[config.mk]
export PLATFORM = sky130hd
export DESIGN_NAME = muldiv_seq
export DESIGN_NICKNAME = d
export VERILOG_FILES = /design/src/rtl/muldiv_seq.sv
export SDC_FILE = /design/constraint.sdc
export NUM_CORES = 1
export LEC_CHECK = 0
export ABC_CLOCK_PERIOD_IN_PS = 4300
export CORE_UTILIZATION = 40
export CTS_CLUSTER_DIAMETER = 100
export DETAILED_ROUTE_END_ITERATION = 8
export SETUP_SLACK_MARGIN = 0.4
export SLEW_MARGIN = 20
export SYNTH_ARGS = -nofsm -noshare
export SYNTH_HDL_FRONTEND = slang
export SYNTH_SLANG_ARGS = --single-unit
[constraint.sdc]
create_clock -name clock -period 4.3 [get_ports clock]
set_input_delay 0.645 -clock clock [delete_from_list [all_inputs] [get_ports clock]]
set_output_delay 0.645 -clock clock [all_outputs]
set_load 0.02 [all_outputs]
[src/rtl/muldiv_seq.sv]
// muldiv_seq: iterative radix-2 DIV/DIVU/REM/REMU unit with valid/ready handshake.
// Define MULDIV_SEQ_MUL_EN to also iterate MUL/MULH/MULHSU/MULHU here; otherwise
// multiply funct3 codes complete at once with a zero result.
module muldiv_seq #(
    parameter int DWIDTH = 32
) (
    input  logic              clock,
    input  logic              reset,
    input  logic              flush,
    input  logic              in_valid,
    output logic              in_ready,
    input  logic [DWIDTH-1:0] A,
    input  logic [DWIDTH-1:0] B,
    input  logic [2:0]        MDFunc,
    output logic              out_valid,
    input  logic              out_ready,
    output logic [DWIDTH-1:0] MDOut,
    output logic              busy
);
`ifdef MULDIV_SEQ_MUL_EN
    localparam bit MUL_EN = 1'b1;
`else
    localparam bit MUL_EN = 1'b0;
`endif
    localparam int CW = $clog2(DWIDTH);
    localparam logic [DWIDTH-1:0] MIN_NEG = {1'b1, {(DWIDTH-1){1'b0}}};
    typedef enum logic [1:0] {IDLE, CALC, FIX, DONE} state_t;
    state_t            state_q;
    logic [DWIDTH-1:0] quot_q, rem_q, b_q, out_q;
    logic [CW-1:0]     cnt_q;
    logic [2:0]        func_q;
    logic              negq_q, negr_q, in_ready_q, out_valid_q, busy_q;
    logic              sgn_a, sgn_b, a_neg, b_neg, div_zero, div_ovf, special;
    logic [DWIDTH-1:0] a_mag, b_mag, special_res;
    logic [DWIDTH:0]   rem_sh, diff, sum;
    logic [DWIDTH-1:0] div_rem_d, div_quot_d, mul_rem_d, mul_quot_d;
    logic [DWIDTH-1:0] quot_f, rem_f, fix_res;
    logic [2*DWIDTH-1:0] full_n;
    // Decode an incoming request: operand signedness, magnitudes and the single-cycle special cases
    always_comb begin
        sgn_a       = MDFunc[2] ? ~MDFunc[0] : (MDFunc[1] ^ MDFunc[0]);
        sgn_b       = MDFunc[2] ? ~MDFunc[0] : (MDFunc[1:0] == 2'b01);
        a_neg       = sgn_a & A[DWIDTH-1];
        b_neg       = sgn_b & B[DWIDTH-1];
        a_mag       = a_neg ? -A : A;
        b_mag       = b_neg ? -B : B;
        div_zero    = (B == '0);
        div_ovf     = ~MDFunc[0] & (A == MIN_NEG) & (&B);
        special     = MDFunc[2] ? (div_zero | div_ovf) : ~MUL_EN;
        special_res = ~MDFunc[2] ? '0 :
                      div_zero   ? (MDFunc[1] ? A : '1) :
                                   (MDFunc[1] ? '0 : MIN_NEG);
    end
    // One restoring-divide step and one shift-add multiply step on the shared registers
    always_comb begin
        rem_sh     = {rem_q, quot_q[DWIDTH-1]};
        diff       = rem_sh - {1'b0, b_q};
        div_rem_d  = diff[DWIDTH] ? rem_sh[DWIDTH-1:0] : diff[DWIDTH-1:0];
        div_quot_d = {quot_q[DWIDTH-2:0], ~diff[DWIDTH]};
        sum        = {1'b0, rem_q} + (quot_q[0] ? {1'b0, b_q} : '0);
        mul_rem_d  = sum[DWIDTH:1];
        mul_quot_d = {sum[0], quot_q[DWIDTH-1:1]};
    end
    // Sign correction and result selection applied in FIX
    always_comb begin
        quot_f  = negq_q ? -quot_q : quot_q;
        rem_f   = negr_q ? -rem_q : rem_q;
        full_n  = negq_q ? -{rem_q, quot_q} : {rem_q, quot_q};
        fix_res = func_q[2] ? (func_q[1] ? rem_f : quot_f) :
                  (func_q[1:0] == 2'b00) ? full_n[DWIDTH-1:0] : full_n[2*DWIDTH-1:DWIDTH];
    end
    // Control FSM with registered handshake outputs; flush overrides every other event
    always_ff @(posedge clock or posedge reset) begin
        if (reset) begin
            state_q     <= IDLE;
            quot_q      <= '0;
            rem_q       <= '0;
            b_q         <= '0;
            out_q       <= '0;
            cnt_q       <= '0;
            func_q      <= '0;
            negq_q      <= 1'b0;
            negr_q      <= 1'b0;
            in_ready_q  <= 1'b1;
            out_valid_q <= 1'b0;
            busy_q      <= 1'b0;
        end else if (flush) begin
            state_q     <= IDLE;
            in_ready_q  <= 1'b1;
            out_valid_q <= 1'b0;
            busy_q      <= 1'b0;
        end else begin
            case (state_q)
                IDLE: if (in_valid) begin
                    func_q     <= MDFunc;
                    in_ready_q <= 1'b0;
                    if (special) begin
                        state_q     <= DONE;
                        out_q       <= special_res;
                        out_valid_q <= 1'b1;
                    end else begin
                        state_q <= CALC;
                        busy_q  <= 1'b1;
                        cnt_q   <= CW'(DWIDTH - 1);
                        quot_q  <= a_mag;
                        b_q     <= b_mag;
                        rem_q   <= '0;
                        negq_q  <= a_neg ^ b_neg;
                        negr_q  <= a_neg;
                    end
                end
                CALC: begin
                    quot_q <= func_q[2] ? div_quot_d : mul_quot_d;
                    rem_q  <= func_q[2] ? div_rem_d : mul_rem_d;
                    cnt_q  <= cnt_q - 1'b1;
                    if (cnt_q == '0) state_q <= FIX;
                end
                FIX: begin
                    state_q     <= DONE;
                    out_q       <= fix_res;
                    out_valid_q <= 1'b1;
                    busy_q      <= 1'b0;
                end
                DONE: if (out_ready) begin
                    state_q     <= IDLE;
                    out_valid_q <= 1'b0;
                    in_ready_q  <= 1'b1;
                end
                default: state_q <= IDLE;
            endcase
        end
    end
    assign in_ready  = in_ready_q;
    assign out_valid = out_valid_q;
    assign MDOut     = out_q;
    assign busy      = busy_q;
endmodule

==> report_table.html, run 1 <==
<table>
<tr><th>Metric</th><th>Value</th></tr>
<tr><th colspan="2">Detailed routing</th></tr>
<tr><td>Iteration-0 DRC Markers</td><td>about 1400</td></tr>
<tr><td>Total wire length after detailed routing</td><td>roughly 55 mm</td></tr>
<tr><td>Via-per-instance ratio</td><td>6.09</td></tr>
<tr><td>Vias after detailed routing</td><td>15396</td></tr>
<tr><td>Wirelength per Cell</td><td>21.9 um</td></tr>
<tr><td>Number of search-and-repair iterations in the first detailed-routing pass</td><td>6</td></tr>
<tr><td>Count of nets left with antenna violations after detail routing</td><td>0</td></tr>
<tr><td>Remaining routing DRC violations</td><td>0</td></tr>
<tr><th colspan="2">Clock network</th></tr>
<tr><td>Post-CTS Hold Buffers</td><td>0</td></tr>
<tr><td>Cts bufs inserted</td><td>17</td></tr>
<tr><td>Clock Sink Count</td><td>roughly 140</td></tr>
<tr><td>Count of H-tree levels built during CTS</td><td>4</td></tr>
<tr><td>CTS tree</td><td>built</td></tr>
<tr><td>Maximum clock path buffer count</td><td>2</td></tr>
<tr><td>Reg clk slew, reported paths</td><td>roughly 0.07 ns</td></tr>
<tr><td>Clock network latency to the later pin of the worst-skew pair</td><td>0.46 ns</td></tr>
<tr><td>Clock root cell</td><td>clkbuf_16</td></tr>
<tr><th colspan="2">STA</th></tr>
<tr><td>Smallest setup slack after layout</td><td>roughly 0.54 ns</td></tr>
<tr><td>Slew margin rel.</td><td>0.213</td></tr>
<tr><td>Final cycle utilization of the critical path</td><td>0.874</td></tr>
<tr><td>Number of endpoints with negative hold slack in the final report</td><td>0</td></tr>
<tr><td>Period minus WS final</td><td>~3.8 ns</td></tr>
<tr><td>Clock Skew</td><td>approximately 0.015 ns</td></tr>
<tr><td>RSZ-0062 raised after global routing</td><td>no</td></tr>
<tr><td>Top achievable clock speed</td><td>roughly 270 MHz</td></tr>
<tr><td>Slew at the pin closest to its max-slew limit</td><td>1.18 ns</td></tr>
<tr><td>Total negative setup slack</td><td>0 ns</td></tr>
<tr><td>Number of max-slew violations in the final report</td><td>0</td></tr>
<tr><td>Final setup violation count</td><td>0</td></tr>
<tr><th colspan="2">Synthesis</th></tr>
<tr><td>Register bit total from synthesis</td><td>between 100 and 150</td></tr>
<tr><td>Post-synthesis cell area</td><td>between 0.01 and 0.015 sq mm</td></tr>
<tr><td>Total nets after synthesis</td><td>2118</td></tr>
<tr><td>Compound-gate portion of the synthesized area</td><td>0.270</td></tr>
<tr><td>Unique masters post-synth</td><td>between 80 and 90</td></tr>
<tr><td>Synthesized netlist cell count</td><td>between 1500 and 2000</td></tr>
<tr><td>Xor and xnor area share after synthesis</td><td>0.115</td></tr>
<tr><td>Top_reg_cell synth</td><td>dfrtp_1</td></tr>
<tr><td>Post-Synth Simple-Gate Area</td><td>0.203</td></tr>
<tr><td>Proportion of synthesized chip area in sequential cells</td><td>0.242</td></tr>
<tr><td>Warning count from the yosys run</td><td>0</td></tr>
<tr><td>Mean Syn Cell Area</td><td>between 7 and 8 sq um</td></tr>
<tr><td>Count of flip-flops with a built-in enable after synthesis</td><td>0</td></tr>
<tr><td>Dominant combinational cell family by area after synthesis</td><td>compound AO/OA/AOI/OAI gates</td></tr>
<tr><td>Multiplexer share of the synthesized area</td><td>0.0496</td></tr>
<tr><td>Synth Area in Adders</td><td>0.0670</td></tr>
<tr><td>FFs w/ async S/R, synth</td><td>1.00</td></tr>
<tr><th colspan="2">Die</th></tr>
<tr><td>Effective utilization at floorplan</td><td>0.405</td></tr>
<tr><td>Number of rows created at floorplan</td><td>70</td></tr>
<tr><td>Core Region</td><td>between 0.03 and 0.04 sq mm</td></tr>
<tr><td>IO Pins</td><td>107</td></tr>
<tr><td>Total Die Area</td><td>between 0.03 and 0.04 sq mm</td></tr>
<tr><td>Die Height</td><td>approximately 200 um</td></tr>
<tr><td>DIE WIDTH</td><td>around 200 um</td></tr>
<tr><th colspan="2">GRT</th></tr>
<tr><td>Overall track demand over capacity in global routing</td><td>0.292</td></tr>
<tr><td>Final global-route overflow total</td><td>0</td></tr>
<tr><td>Number of antenna violations at the first check in global routing</td><td>0</td></tr>
<tr><td>Number of global-route vias before repair</td><td>14475</td></tr>
<tr><td>Maximum number of pins on one net before global-route repair</td><td>144</td></tr>
<tr><td>Wire length of the first global-routing pass</td><td>about 85 mm</td></tr>
<tr><th colspan="2">Cells and area</th></tr>
<tr><td>Finished Core Util</td><td>0.474</td></tr>
<tr><td>Most frequent cells in the layout</td><td>o21ai_0, nor2_1, nand2_1</td></tr>
<tr><td>Final #Nets</td><td>between 2000 and 2500</td></tr>
<tr><td>Fill cell count</td><td>between 3000 and 4000</td></tr>
<tr><td>Total non-filler cell area in the finished layout</td><td>approximately 0.017 sq mm</td></tr>
<tr><td>Share of final-layout standard cells stronger than drive strength 1</td><td>0.0790</td></tr>
<tr><td>Count of antenna diodes in the layout</td><td>0</td></tr>
<tr><td>Relative area change from synthesis to final layout</td><td>17.1%</td></tr>
<tr><td>Non-Filler Instances</td><td>2530</td></tr>
<tr><td>Most common cell after layout, fill and taps aside</td><td>o21ai_0</td></tr>
<tr><th colspan="2">Setup path</th></tr>
<tr><td>Critical path class</td><td>flip-flop to flip-flop</td></tr>
<tr><td>Cells along the critical path</td><td>or4_4 &gt; or2_1 &gt; and4bb_1 &gt; nand3_1 &gt; o41ai_1 &gt; xnor2_1 &gt; a22oi_1 &gt; a31oi_1</td></tr>
<tr><td>CP required</td><td>roughly 4.6 ns</td></tr>
<tr><td>Cell with the largest stage delay on the worst path</td><td>or4_4</td></tr>
<tr><td>Type of origin of the critical path</td><td>flip-flop</td></tr>
<tr><td>Worst endpoint data arrival time</td><td>~4.1 ns</td></tr>
<tr><td>Largest stage delay on the critical path</td><td>around 0.64 ns</td></tr>
<tr><td>Maximum fanout along the worst path</td><td>13</td></tr>
<tr><td>Crit end category</td><td>flip-flop</td></tr>
<tr><th colspan="2">Run</th></tr>
<tr><td>Number of maximum-capacitance constraint violations</td><td>0</td></tr>
<tr><th colspan="2">Placement</th></tr>
<tr><td>Worst setup timing slack at the placement stage</td><td>~0.083 ns</td></tr>
<tr><td># placed instances</td><td>about 2500</td></tr>
<tr><td>Number of buffers inserted by port buffering</td><td>approximately 110</td></tr>
<tr><td>DP Area</td><td>roughly 0.017 sq mm</td></tr>
<tr><td>Detailed Place HPWL</td><td>~43 mm</td></tr>
<tr><td>Final estimated routing congestion in global placement</td><td>slightly below 1</td></tr>
<tr><th colspan="2">Min path</th></tr>
<tr><td>Hold Path Class</td><td>flip-flop to flip-flop</td></tr>
<tr><th colspan="2">Power and ir drop</th></tr>
<tr><td>Pwr/cell area</td><td>about 760 mW/mm^2</td></tr>
<tr><td>Cell leakage power</td><td>roughly 0.0075 uW</td></tr>
<tr><td>Peak supply drop</td><td>roughly 0.00032 V</td></tr>
<tr><th colspan="2">Status</th></tr>
<tr><td>Status</td><td>completed</td></tr>
</table>
## timing repair
action	4_1_cts	5_1_grt
gates resized for setup	2	4
setup endpoints to repair	3	17
setup buffers	3	4
gates cloned	0	1
pin swaps	0	1
## cell families (layout without fill, tap and decap cells)
group,count (synthesis),after routing
multiplexers,72,72
XOR/XNOR,193,193
adder cells (fa/ha/maj),78,78
buffers and inverters,204,298
AO/OA/AOI/OAI,645,645
flip-flops,143,143
AND/OR/NAND/NOR,633,633
## layout make-up
cell class,count,area (sq um),share of cell area
Sequential cell,143,3580,0.207
Tap cell,468,586,0.0338
Clock buffer,19,453,0.0262
Timing Repair Buffer,187,1810,0.105
Multi-Input combinational cell,1621,10500,0.604
Clock inverter,13,114,0.00657
Inverter,79,304,0.0176
## flip-flops by register name, indices dropped and copies added (netlist names)
signal     cells
negr_q         1
rem_q         32
func_q         3
quot_q        32
state_q        2
MDOut         32
busy           1
in_ready       1
out_valid      1
b_q           32
negq_q         1
cnt_q          5
## through the flow
step / hold WS, ns / power [uW]
finish: 0.476 / 13200
global route: 0.496 / 14200
CTS: 0.485 / 13000
detailed placement: 0.471 / 11400
global placement: 0.466 / 11300
floorplan: 0.450 / 8570
## critical path, delay by kind of cell, from the launching register on
kind / cells / cell delay [ns]
compound gates: 3 / 1.08
xor+xnor: 1 / 0.13
flops: 1 / 0.50
simple gates: 4 / 1.90
## routing by layer
layer | share of wire | track usage | vias to the layer above
li1 | - | - | 7283
met1 | 0.44 | 0.395 | 7315
met5 | 0 | 0 | -
met2 | 0.45 | 0.467 | 683
met4 | 0.042 | 0.131 | 0
met3 | 0.068 | 0.0356 | 115
## power by group
part / leakage [uW] / internal [uW] / switching [uW]
Sequential: 0.00175 / 1950 / 759
Combinational: 0.00543 / 3570 / 5460
Clock: 0.000268 / 825 / 677
Total: 0.00745 / 6340 / 6890
## cell usage after synthesis (6+ instances only)
cell       instances  area [sq um]
o211ai_1          14           105
a221oi_1           9          78.8
o31ai_1           35           263
o41ai_1           15           131
and2_1            13          81.3
buf_2             10          50.1
xor2_1            88           771
or3_1             20           125
a21o_1            25           188
nor3b_1            6          45.0
o21ai_0          234          1170
and3_1            10          62.6
a21oi_1          141           706
nand2_1          196           736
a211oi_1          12          90.1
nor2_1           199           747
nor3_1            37           185
o22ai_1            7          43.8
o2111ai_1          7          61.3
o221ai_1           7          61.3
mux2_2             6          67.6
o21a_1            23           173
nand3_1           31           155
o21bai_1           9          67.6
mux2i_1           65           651
inv_1             77           289
clkbuf_1         104           390
ha_1              76           951
nand4_1           24           150
buf_1              8          30.0
o21ai_1            9          45.0
nor4_1            13          81.3
dfrtp_1          142          3550
xnor2_1          104           911
a31oi_1           22           138
a211o_1            6          52.6
or4_1             20           150
nor2b_1            8          50.1
or2_2             15          93.8
nand2b_1          16           100
a22oi_1           25           188
## worst paths after layout
check | startpoint | end | slack (ns) | cells after the start
worst max register to register | quot_q[2] | MDOut[29] | 0.54 | 8
max in group asynchronous | reset | func_q[2] | 2.83 | 3
worst max-delay path | quot_q[2] | MDOut[29] | 0.54 | 8
worst min register to register | b_q[15] | b_q[15] | 0.48 | 2
worst min-delay path | b_q[15] | b_q[15] | 0.48 | 2
min in group asynchronous | reset | rem_q[6] | 0.80 | 3
(Power assumes the default switching activity.)
==> run 2: changes to the inputs <==
--- a/config.mk
+++ b/config.mk
@@ -8,7 +8,9 @@
 export ABC_CLOCK_PERIOD_IN_PS = 4300
 export CORE_UTILIZATION = 40
 export CTS_CLUSTER_DIAMETER = 100
+export CTS_CLUSTER_SIZE = 16
 export DETAILED_ROUTE_END_ITERATION = 8
+export GPL_ROUTABILITY_DRIVEN = 0
 export SETUP_SLACK_MARGIN = 0.4
 export SLEW_MARGIN = 20
 export SYNTH_ARGS = -nofsm -noshare
==> run 2 against run 1 <==
Setup slack worse by 0.12 ns; total power hardly changed; highest routed layer unchanged; sequential cell count stayed put; clock power is 10% higher; largest cell class unchanged; non-clock buffer count is 8 lower; core utilization is 0.079 points lower; sequential power is 1% higher.
==> report_table.html, run 2 (synthesis gave the netlist of run 1 again) <==
<table>
<tr><th>Metric</th><th>Value</th></tr>
<tr><th colspan="2">Status</th></tr>
<tr><td>Status</td><td>completed</td></tr>
<tr><th colspan="2">STA</th></tr>
<tr><td>Smallest setup slack after layout</td><td>about 0.42 ns</td></tr>
<tr><td>Final setup violation count</td><td>0</td></tr>
<tr><td>Final cycle utilization of the critical path</td><td>0.901</td></tr>
<tr><td>Total negative setup slack</td><td>0 ns</td></tr>
<tr><td>Top achievable clock speed</td><td>between 200 and 300 MHz</td></tr>
<tr><td>Number of max-slew violations in the final report</td><td>0</td></tr>
<tr><td>Number of endpoints with negative hold slack in the final report</td><td>0</td></tr>
<tr><td>Slew margin rel.</td><td>0.254</td></tr>
<tr><td>Clock Skew</td><td>0.0130 ns</td></tr>
<tr><td>Slew at the pin closest to its max-slew limit</td><td>1.11 ns</td></tr>
<tr><td>Period minus WS final</td><td>just under 4 ns</td></tr>
<tr><td>RSZ-0062 raised after global routing</td><td>yes</td></tr>
<tr><th colspan="2">Clock network</th></tr>
<tr><td>Reg clk slew, reported paths</td><td>around 0.06 ns</td></tr>
<tr><td>Cts bufs inserted</td><td>17</td></tr>
<tr><td>Post-CTS Hold Buffers</td><td>0</td></tr>
<tr><td>CTS tree</td><td>built</td></tr>
<tr><td>Count of H-tree levels built during CTS</td><td>4</td></tr>
<tr><td>Clock network latency to the later pin of the worst-skew pair</td><td>between 0.4 and 0.5 ns</td></tr>
<tr><td>Clock root cell</td><td>clkbuf_16</td></tr>
<tr><td>Clock Sink Count</td><td>about 140</td></tr>
<tr><td>Maximum clock path buffer count</td><td>2</td></tr>
<tr><th colspan="2">GRT</th></tr>
<tr><td>Overall track demand over capacity in global routing</td><td>0.281</td></tr>
<tr><td>Wire length of the first global-routing pass</td><td>about 83 mm</td></tr>
<tr><td>Maximum number of pins on one net before global-route repair</td><td>between 100 and 150</td></tr>
<tr><td>Final global-route overflow total</td><td>0</td></tr>
<tr><td>Number of global-route vias before repair</td><td>14283</td></tr>
<tr><td>Number of antenna violations at the first check in global routing</td><td>0</td></tr>
<tr><th colspan="2">Cells and area</th></tr>
<tr><td>Most frequent cells in the layout</td><td>o21ai_0, nor2_1, nand2_1</td></tr>
<tr><td>Final #Nets</td><td>~2200</td></tr>
<tr><td>Finished Core Util</td><td>0.473</td></tr>
<tr><td>Count of antenna diodes in the layout</td><td>0</td></tr>
<tr><td>Non-Filler Instances</td><td>about 2500</td></tr>
<tr><td>Share of final-layout standard cells stronger than drive strength 1</td><td>0.0740</td></tr>
<tr><td>Relative area change from synthesis to final layout</td><td>16.9%</td></tr>
<tr><td>Most common cell after layout, fill and taps aside</td><td>o21ai_0</td></tr>
<tr><td>Fill cell count</td><td>around 3600</td></tr>
<tr><th colspan="2">Detailed routing</th></tr>
<tr><td>Total wire length after detailed routing</td><td>53.2 mm</td></tr>
<tr><td>Vias after detailed routing</td><td>around 15000</td></tr>
<tr><td>Remaining routing DRC violations</td><td>0</td></tr>
<tr><td>Number of search-and-repair iterations in the first detailed-routing pass</td><td>6</td></tr>
<tr><td>Count of nets left with antenna violations after detail routing</td><td>0</td></tr>
<tr><td>Wirelength per Cell</td><td>21.1 um</td></tr>
<tr><td>Iteration-0 DRC Markers</td><td>between 1000 and 1500</td></tr>
<tr><td>Via-per-instance ratio</td><td>~6.1</td></tr>
<tr><th colspan="2">Power and ir drop</th></tr>
<tr><td>Pwr/cell area</td><td>approximately 770 mW/mm^2</td></tr>
<tr><td>Peak supply drop</td><td>approximately 0.00035 V</td></tr>
<tr><td>Cell leakage power</td><td>roughly 0.0074 uW</td></tr>
<tr><th colspan="2">Setup path</th></tr>
<tr><td>Crit path buf inv count</td><td>2</td></tr>
<tr><td>Cells along the critical path</td><td>clkdlybuf4s50_1 &gt; inv_1 &gt; ha_1 &gt; or4b_1 &gt; nor4b_1 &gt; nand4_1 &gt; o21a_1 &gt; a21oi_1 &gt; mux2i_1 &gt; nor2_4 &gt; nor4b_1 &gt; nor2_1</td></tr>
<tr><td>Reg2Reg Capture Point</td><td>MDOut[23]</td></tr>
<tr><td>Worst reg2reg path startpoint</td><td>quot_q[2]</td></tr>
<tr><td>Worst endpoint data arrival time</td><td>~4.2 ns</td></tr>
<tr><td>CP required</td><td>roughly 4.6 ns</td></tr>
<tr><td>Crit end category</td><td>flip-flop</td></tr>
<tr><td>Cell with the largest stage delay on the worst path</td><td>nor4b_1</td></tr>
<tr><td>Worst setup startpoint</td><td>A[0]</td></tr>
<tr><td>Setup slack of the worst register-to-register path</td><td>between 0.5 and 0.6 ns</td></tr>
<tr><td>Worst Reg2Reg Path Length in Cells</td><td>9</td></tr>
<tr><td>Maximum fanout along the worst path</td><td>4</td></tr>
<tr><td>Critical path class</td><td>primary input to flip-flop</td></tr>
<tr><td>Largest stage delay on the critical path</td><td>approximately 0.66 ns</td></tr>
<tr><td>Type of origin of the critical path</td><td>primary input</td></tr>
<tr><td>Family with the most delay on the worst path</td><td>simple AND/OR/NAND/NOR gates</td></tr>
<tr><td>Most prevalent standard cell on the critical path</td><td>nor4b_1</td></tr>
<tr><th colspan="2">Min path</th></tr>
<tr><td>Hold Crit Depth</td><td>2</td></tr>
<tr><td>Hold Path Class</td><td>flip-flop to flip-flop</td></tr>
<tr><td>Worst Hold Path EP</td><td>b_q[21]</td></tr>
<tr><td>Worst hold start</td><td>b_q[21]</td></tr>
<tr><th colspan="2">Placement</th></tr>
<tr><td>Detailed Place HPWL</td><td>between 40 and 50 mm</td></tr>
<tr><td># placed instances</td><td>around 2500</td></tr>
<tr><td>Worst setup timing slack at the placement stage</td><td>0.103 ns</td></tr>
<tr><td>Number of buffers inserted by port buffering</td><td>106</td></tr>
<tr><th colspan="2">Die</th></tr>
<tr><td>DIE WIDTH</td><td>194 um</td></tr>
<tr><td>Total Die Area</td><td>0.0378 sq mm</td></tr>
<tr><td>Core Region</td><td>between 0.03 and 0.04 sq mm</td></tr>
<tr><td>IO Pins</td><td>~110</td></tr>
<tr><td>Number of rows created at floorplan</td><td>70</td></tr>
<tr><td>Die Height</td><td>194 um</td></tr>
<tr><td>Effective utilization at floorplan</td><td>0.405</td></tr>
<tr><th colspan="2">Run</th></tr>
<tr><td>Number of maximum-capacitance constraint violations</td><td>0</td></tr>
</table>
run 2: changes by cell type in the layout (fill, tap and decap cells not counted), sizes merged:
cell and change:
inv -2, clkbuf +4, bufinv +3, clkinvlp -4, buf -8, clkinv -1
run 2: repair_timing:
item / CTS / global route
endpoints found under the hold margin: 0 / 0
pin swaps: 0 / 3
setup buffers: 0 / 3
resized for setup: 3 / 4
setup endpoints to repair: 1 / 7
gates cloned: 0 / 1
run 2: worst max path at each step:
| stage | slack (ns) | cells past startpoint | to |
|---|---|---|---|
| 2_1_floorplan | 0.99 | 13 | rem_q[10] |
| 3_3_place_gp | 0.20 | 16 | rem_q[3] |
| 3_5_place_dp | 0.10 | 12 | MDOut[23] |
| 4_1_cts | 0.44 | 16 | rem_q[3] |
| 5_1_grt | 0.39 | 16 | rem_q[3] |
| 6_report | 0.42 | 12 | MDOut[23] |
run 2: per-layer routing:
metal | up-vias | routed length [um] | GRT usage
li1 | 7244 | - | -
met1 | 7271 | 23200 | 0.381
met2 | 711 | 24100 | 0.453
met3 | 111 | 3760 | 0.0364
met4 | 0 | 2190 | 0.114
met5 | - | 0 | 0
run 2: stage by stage:
step | hold slack, ns | total power, uW | instance area, sq um
final | 0.477 | 13200 | 17300
after global routing | 0.523 | 14200 | 17300
after CTS | 0.487 | 13000 | 17200
after detailed placement | 0.474 | 11300 | 16600
after global placement | 0.464 | 11200 | 16600
after floorplan | 0.450 | 8570 | 14800
run 2: worst min-delay path, delay by kind of cell (launching register included):
family,cells,cell delay [ns]
AO/OA/AOI/OAI,1,0.06
flip-flops,1,0.34
AND/OR/NAND/NOR,1,0.05
run 2: area by class of cell:
class / count / area (sq um) / area share
clock buffer: 23 / 458 / 0.0265
clock inverter: 9 / 159 / 0.00919
inverter: 79 / 304 / 0.0176
multi-input combinational: 1621 / 10500 / 0.606
sequential: 143 / 3580 / 0.207
tap: 468 / 586 / 0.0339
timing repair buffer: 179 / 1730 / 0.0999
run 2: report_power, final:
group | internal, uW | switching [uW] | leakage, uW
logic | 3520 | 5330 | 0.00537
registers | 1950 | 802 | 0.00175
clock network | 989 | 658 | 0.000296
total | 6460 | 6790 | 0.00742
==> patch 1 (config.mk and constraints of run 1) <==
Make the reset (`reset`) synchronous in one clocked block.
--- a/src/rtl/muldiv_seq.sv
+++ b/src/rtl/muldiv_seq.sv
@@ -72,3 +72,3 @@
     // Control FSM with registered handshake outputs; flush overrides every other event
-    always_ff @(posedge clock or posedge reset) begin
+    always_ff @(posedge clock) begin
         if (reset) begin
Function: differs if reset is asserted again (counterexample within 4 cycles, from zero or initial values and one cycle with reset high); with reset held inactive, the same outputs for 4 cycles.
==> patch 1 against run 1 <==
- the flow now finishes with violations (DRC)
- count of clock-buffer cells in the layout unchanged
- routed wire length decreased by 5.8%
- cell area decreased by 2.9%
- area after synthesis decreased by 2.2%
- hold slack improved by 6.7 ps
- sequential cell count unchanged
- via count decreased by 1.3%
- clock skew decreased by 6.2 ps
- synthesized cell count increased by 0.25%
- worst setup slack got worse by 60 ps
Power is not compared: it rests on default switching activity, and its combinational part moved more than twofold at a synthesized area within 25%.
==> patch 1: results (changes against run 1) <==
.. list-table::
   :header-rows: 1

   * - Metric
     - Value
   * - Run status
     - finished, violations left
   * - Violated checks
     - DRC
   * - Post-synthesis share of cell area spent on full adders, half adders and majority gates
     - 6.85% (+0.15 points)
   * - Fraction of final layout cells sized beyond drive strength 1
     - 8.59% (+0.68 points)
   * - Pre-CTS setup slack
     - -196 ps (-279 ps)
   * - Crit Reg-Reg Startpoint
     - quot_q[31]
   * - Remaining DRCs
     - 1 (+1)
   * - Placer's final routability congestion estimate
     - 0.983 (+0.64%)
   * - Hold Worst Slack
     - 483 ps (+6.68 ps)
   * - Sink of the worst hold path
     - b_q[30]
   * - Wire length of the first global-routing pass
     - 79700 um (-6.4%)
   * - Startpoint of the most critical setup path
     - A[0]
   * - Met1 routed wirelength after detailed routing
     - 24100 um (-0.92%)
   * - Least setup slack across all paths after layout
     - 483 ps (-60.0 ps)
   * - Cell type of the slowest stage on the worst timing path
     - sky130_fd_sc_hd__or3b_2
   * - Vias in the first global route
     - 13817 (-4.5%)
   * - Worst-Margin Slew
     - 1050 ps (-129 ps)
   * - Setup slack of the most critical reg-to-reg path
     - 640 ps (+100 ps)
   * - Initial drt markers
     - 1517 (+9.1%)
   * - Post-layout net count
     - 2175 (-1.1%)
   * - R2R Path End
     - rem_q[1]
   * - Synthesized netlist net count
     - 2123 (+0.24%)
   * - Fraction of met3 tracks used by global routing
     - 5.59% (+2.0 points)
   * - Number of cells produced by synthesis
     - 1973 (+0.25%)
   * - Top cells by count, synth
     - sky130_fd_sc_hd__nor2_1 (208), sky130_fd_sc_hd__nand2_1 (189), sky130_fd_sc_hd__dfxtp_1 (143), sky130_fd_sc_hd__o21ai_0 (133), sky130_fd_sc_hd__a21oi_1 (131)
   * - Share of synthesized area occupied by flip-flops and latches
     - 19.8% (-4.4 points)
   * - Share of the synthesized area in compound gates (AO/OA/AOI/OAI)
     - 28.7% (+1.7 points)
   * - Placed instance area
     - 16200 um2 (-2.5%)
   * - Via density per instance
     - 6.08 (-0.11%)
   * - Last element of the critical path
     - MDOut[31]
   * - Detailed placement HPWL
     - 39600 um (-7.3%)
   * - Wire length per cell after detailed routing
     - 20.9 um (-4.6%)
   * - Total met3 wirelength after detailed routing
     - 4130 um (+10%)
   * - Count of distinct cell types in the synthesized netlist
     - 86 (+4.9%)
   * - All-Layer GR Usage
     - 27.9% (-1.3 points)
[patch 1: cell count changes after synthesis, sizes merged, moves of 16 or more]
cell    delta
dfxtp    +143
dfrtp    -142
o21ai    -104
a211oi    +46
o211ai    +28
a311oi    +26
xor2      -20
a22oi     -16
[patch 1: final cells by class]
class | instances | area share [%]
clock buffers | 19 | 2.69
repair buffers | 182 | 10.3
flip-flops and latches | 143 | 17.1
well taps | 461 | 3.43
inverters | 81 | 1.81
multi-input cells | 1600 | 64.0
clock inverters | 13 | 0.774
[patch 1: report_power, final]
| group | internal, uW | switching, uW |
|---|---|---|
| clock | 838 | 683 |
| combinational | 534 | 803 |
| sequential | 1380 | 76.4 |
| total | 2760 | 1560 |
[patch 1: timing repair]
| action | CTS | global route |
|---|---|---|
| hold buffers | 0 | 0 |
| endpoints found under the setup margin | 1 | 29 |
| setup buffers | 0 | 1 |
| resized for setup | 1 | 6 |
| pin swaps | 0 | 2 |
==> patch 2 (flow settings as in run 1) <==
Without the edit above. Build with the macro `MULDIV_SEQ_MUL_EN` defined.
--- a/src/rtl/muldiv_seq.sv
+++ b/src/rtl/muldiv_seq.sv
@@ -3,2 +3,4 @@
 // multiply funct3 codes complete at once with a zero result.
+`define MULDIV_SEQ_MUL_EN
+
 module muldiv_seq #(
Formal check against the unedited RTL: not equivalent (Yosys sat finds a counterexample within 4 cycles, from zero or initial values and one cycle with reset high).
==> patch 2 against run 1 <==
- sequential cell count did not move
- cell area fell by 1.4%
- die area fell by 0.25%
- largest power group unchanged
- largest cell class unchanged
- power rose by 3.1%
- combinational power rose by 4.8%
- highest routed layer unchanged
- sequential share of layout area rose by 0.30 points
- hold slack improved by 11 ps
- non-clock buffer count did not move
- routed wire length fell by 2.4%
- area after synthesis fell by 0.25%
- worst setup slack improved by 64 ps
==> patch 2: results (changes against run 1) <==
.. list-table::
   :header-rows: 1

   * - Metric
     - Value
   * - Run status
     - finished, final reports clean
   * - Clock tree cell share of total cell area
     - 3.13% (-0.14 points)
   * - Syn_area_per_cell
     - 7.49 um2 (-0.35%)
   * - Number of vias in the routed layout
     - 15122 (-1.8%)
   * - All-Layer GR Usage
     - 28.2% (-1.0 points)
   * - Clk. pwr
     - 1420 uW (-5%)
   * - GR Util met1
     - 37.8% (-1.8 points)
   * - Area of the multi-input gates
     - 10400 um2 (-1.1%)
   * - Synthesized-area fraction occupied by xor and xnor cells
     - 11.7% (+0.22 points)
   * - Detailed placement HPWL
     - 41400 um (-3.0%)
   * - Sw Ratio
     - 53.9% (+1.8 points)
   * - Via density per instance
     - 6.02 (-1.0%)
   * - Cell count after placement
     - 2477 (-0.52%)
   * - Count of distinct cell types in the synthesized netlist
     - 79 (-3.7%)
   * - Grt met2 use
     - 46.7% (-0.093 points)
   * - Signal inverters
     - 71 (-10%)
   * - Synthesized netlist net count
     - 2120 (+0.094%)
   * - Placer's final routability congestion estimate
     - 0.968 (-0.90%)
   * - Worst slew margin
     - 36.9% (+16 points)
   * - Syn Std Cell Area
     - 14800 um2 (-0.25%)
   * - Worst endpoint data arrival time
     - 4020 ps (-60 ps)
   * - Total met3 wirelength after detailed routing
     - 2920 um (-22%)
   * - Pre-CTS setup slack
     - 113 ps (+30.4 ps)
   * - Design area
     - 17100 um2 (-1.4%)
   * - Sequential Power Share
     - 20.3% (-0.2 points)
   * - Top cells by area in the synthesized netlist
     - sky130_fd_sc_hd__dfrtp_1 (24%), sky130_fd_sc_hd__o21ai_0 (8.0%), sky130_fd_sc_hd__ha_1 (6.4%)
   * - Post-layout net count
     - 2187 (-0.55%)
   * - Initial drt markers
     - 1383 (-0.50%)
   * - Detailed-route wire length
     - 54000 um (-2.4%)
   * - Buffering overhead
     - 10.2% (-0.22 points)
   * - Met2 wire length
     - 25500 um (+2.1%)
   * - Max VDD drop
     - 0.385 mV (+21%)
   * - Share of the synthesized area in compound gates (AO/OA/AOI/OAI)
     - 26.3% (-0.71 points)
-- patch 2: cell types whose count changed in the layout (fill, tap and decap cells not counted), moves of 5 or more --
cell	before	now
sky130_fd_sc_hd__a21oi_1	139	125
sky130_fd_sc_hd__a22oi_1	25	16
sky130_fd_sc_hd__a31oi_1	22	34
sky130_fd_sc_hd__inv_1	75	70
sky130_fd_sc_hd__mux2i_1	65	59
sky130_fd_sc_hd__nand2_1	196	233
sky130_fd_sc_hd__nand4_1	24	31
sky130_fd_sc_hd__nor2_1	199	167
sky130_fd_sc_hd__nor4_1	13	25
sky130_fd_sc_hd__o21a_1	23	15
sky130_fd_sc_hd__o221ai_1	7	14
sky130_fd_sc_hd__or4_1	20	15
-- patch 2: final timing paths --
kind | start | endpoint | slack (ps) | depth (start not counted)
max | rem_q[20] | rem_q[30] | 610 | 10
min in group asynchronous | reset | quot_q[26] | 670 | 3
max reg2reg | rem_q[20] | rem_q[30] | 610 | 10
min reg2reg | b_q[17] | b_q[17] | 490 | 2
max in group asynchronous | reset | func_q[2] | 3110 | 3
min | b_q[17] | b_q[17] | 490 | 2
-- patch 2: worst max-delay path: stages (launching register included) --
cell                       delay [ps]
sky130_fd_sc_hd__dfrtp_1          600
sky130_fd_sc_hd__ha_1             530
sky130_fd_sc_hd__nand2_1          130
sky130_fd_sc_hd__or3_1            440
sky130_fd_sc_hd__a311oi_1         430
sky130_fd_sc_hd__nor3_1           250
sky130_fd_sc_hd__o31ai_1          380
sky130_fd_sc_hd__mux2i_1          270
sky130_fd_sc_hd__xnor2_1          170
sky130_fd_sc_hd__a211oi_1         110
sky130_fd_sc_hd__a221o_1          270
-- patch 2: what timing repair did --
action / CTS / global route
buffers inserted: 0 / 2
endpoints found under the setup margin: 0 / 30
hold endpoints to repair: 0 / 0
resized for setup: 0 / 4
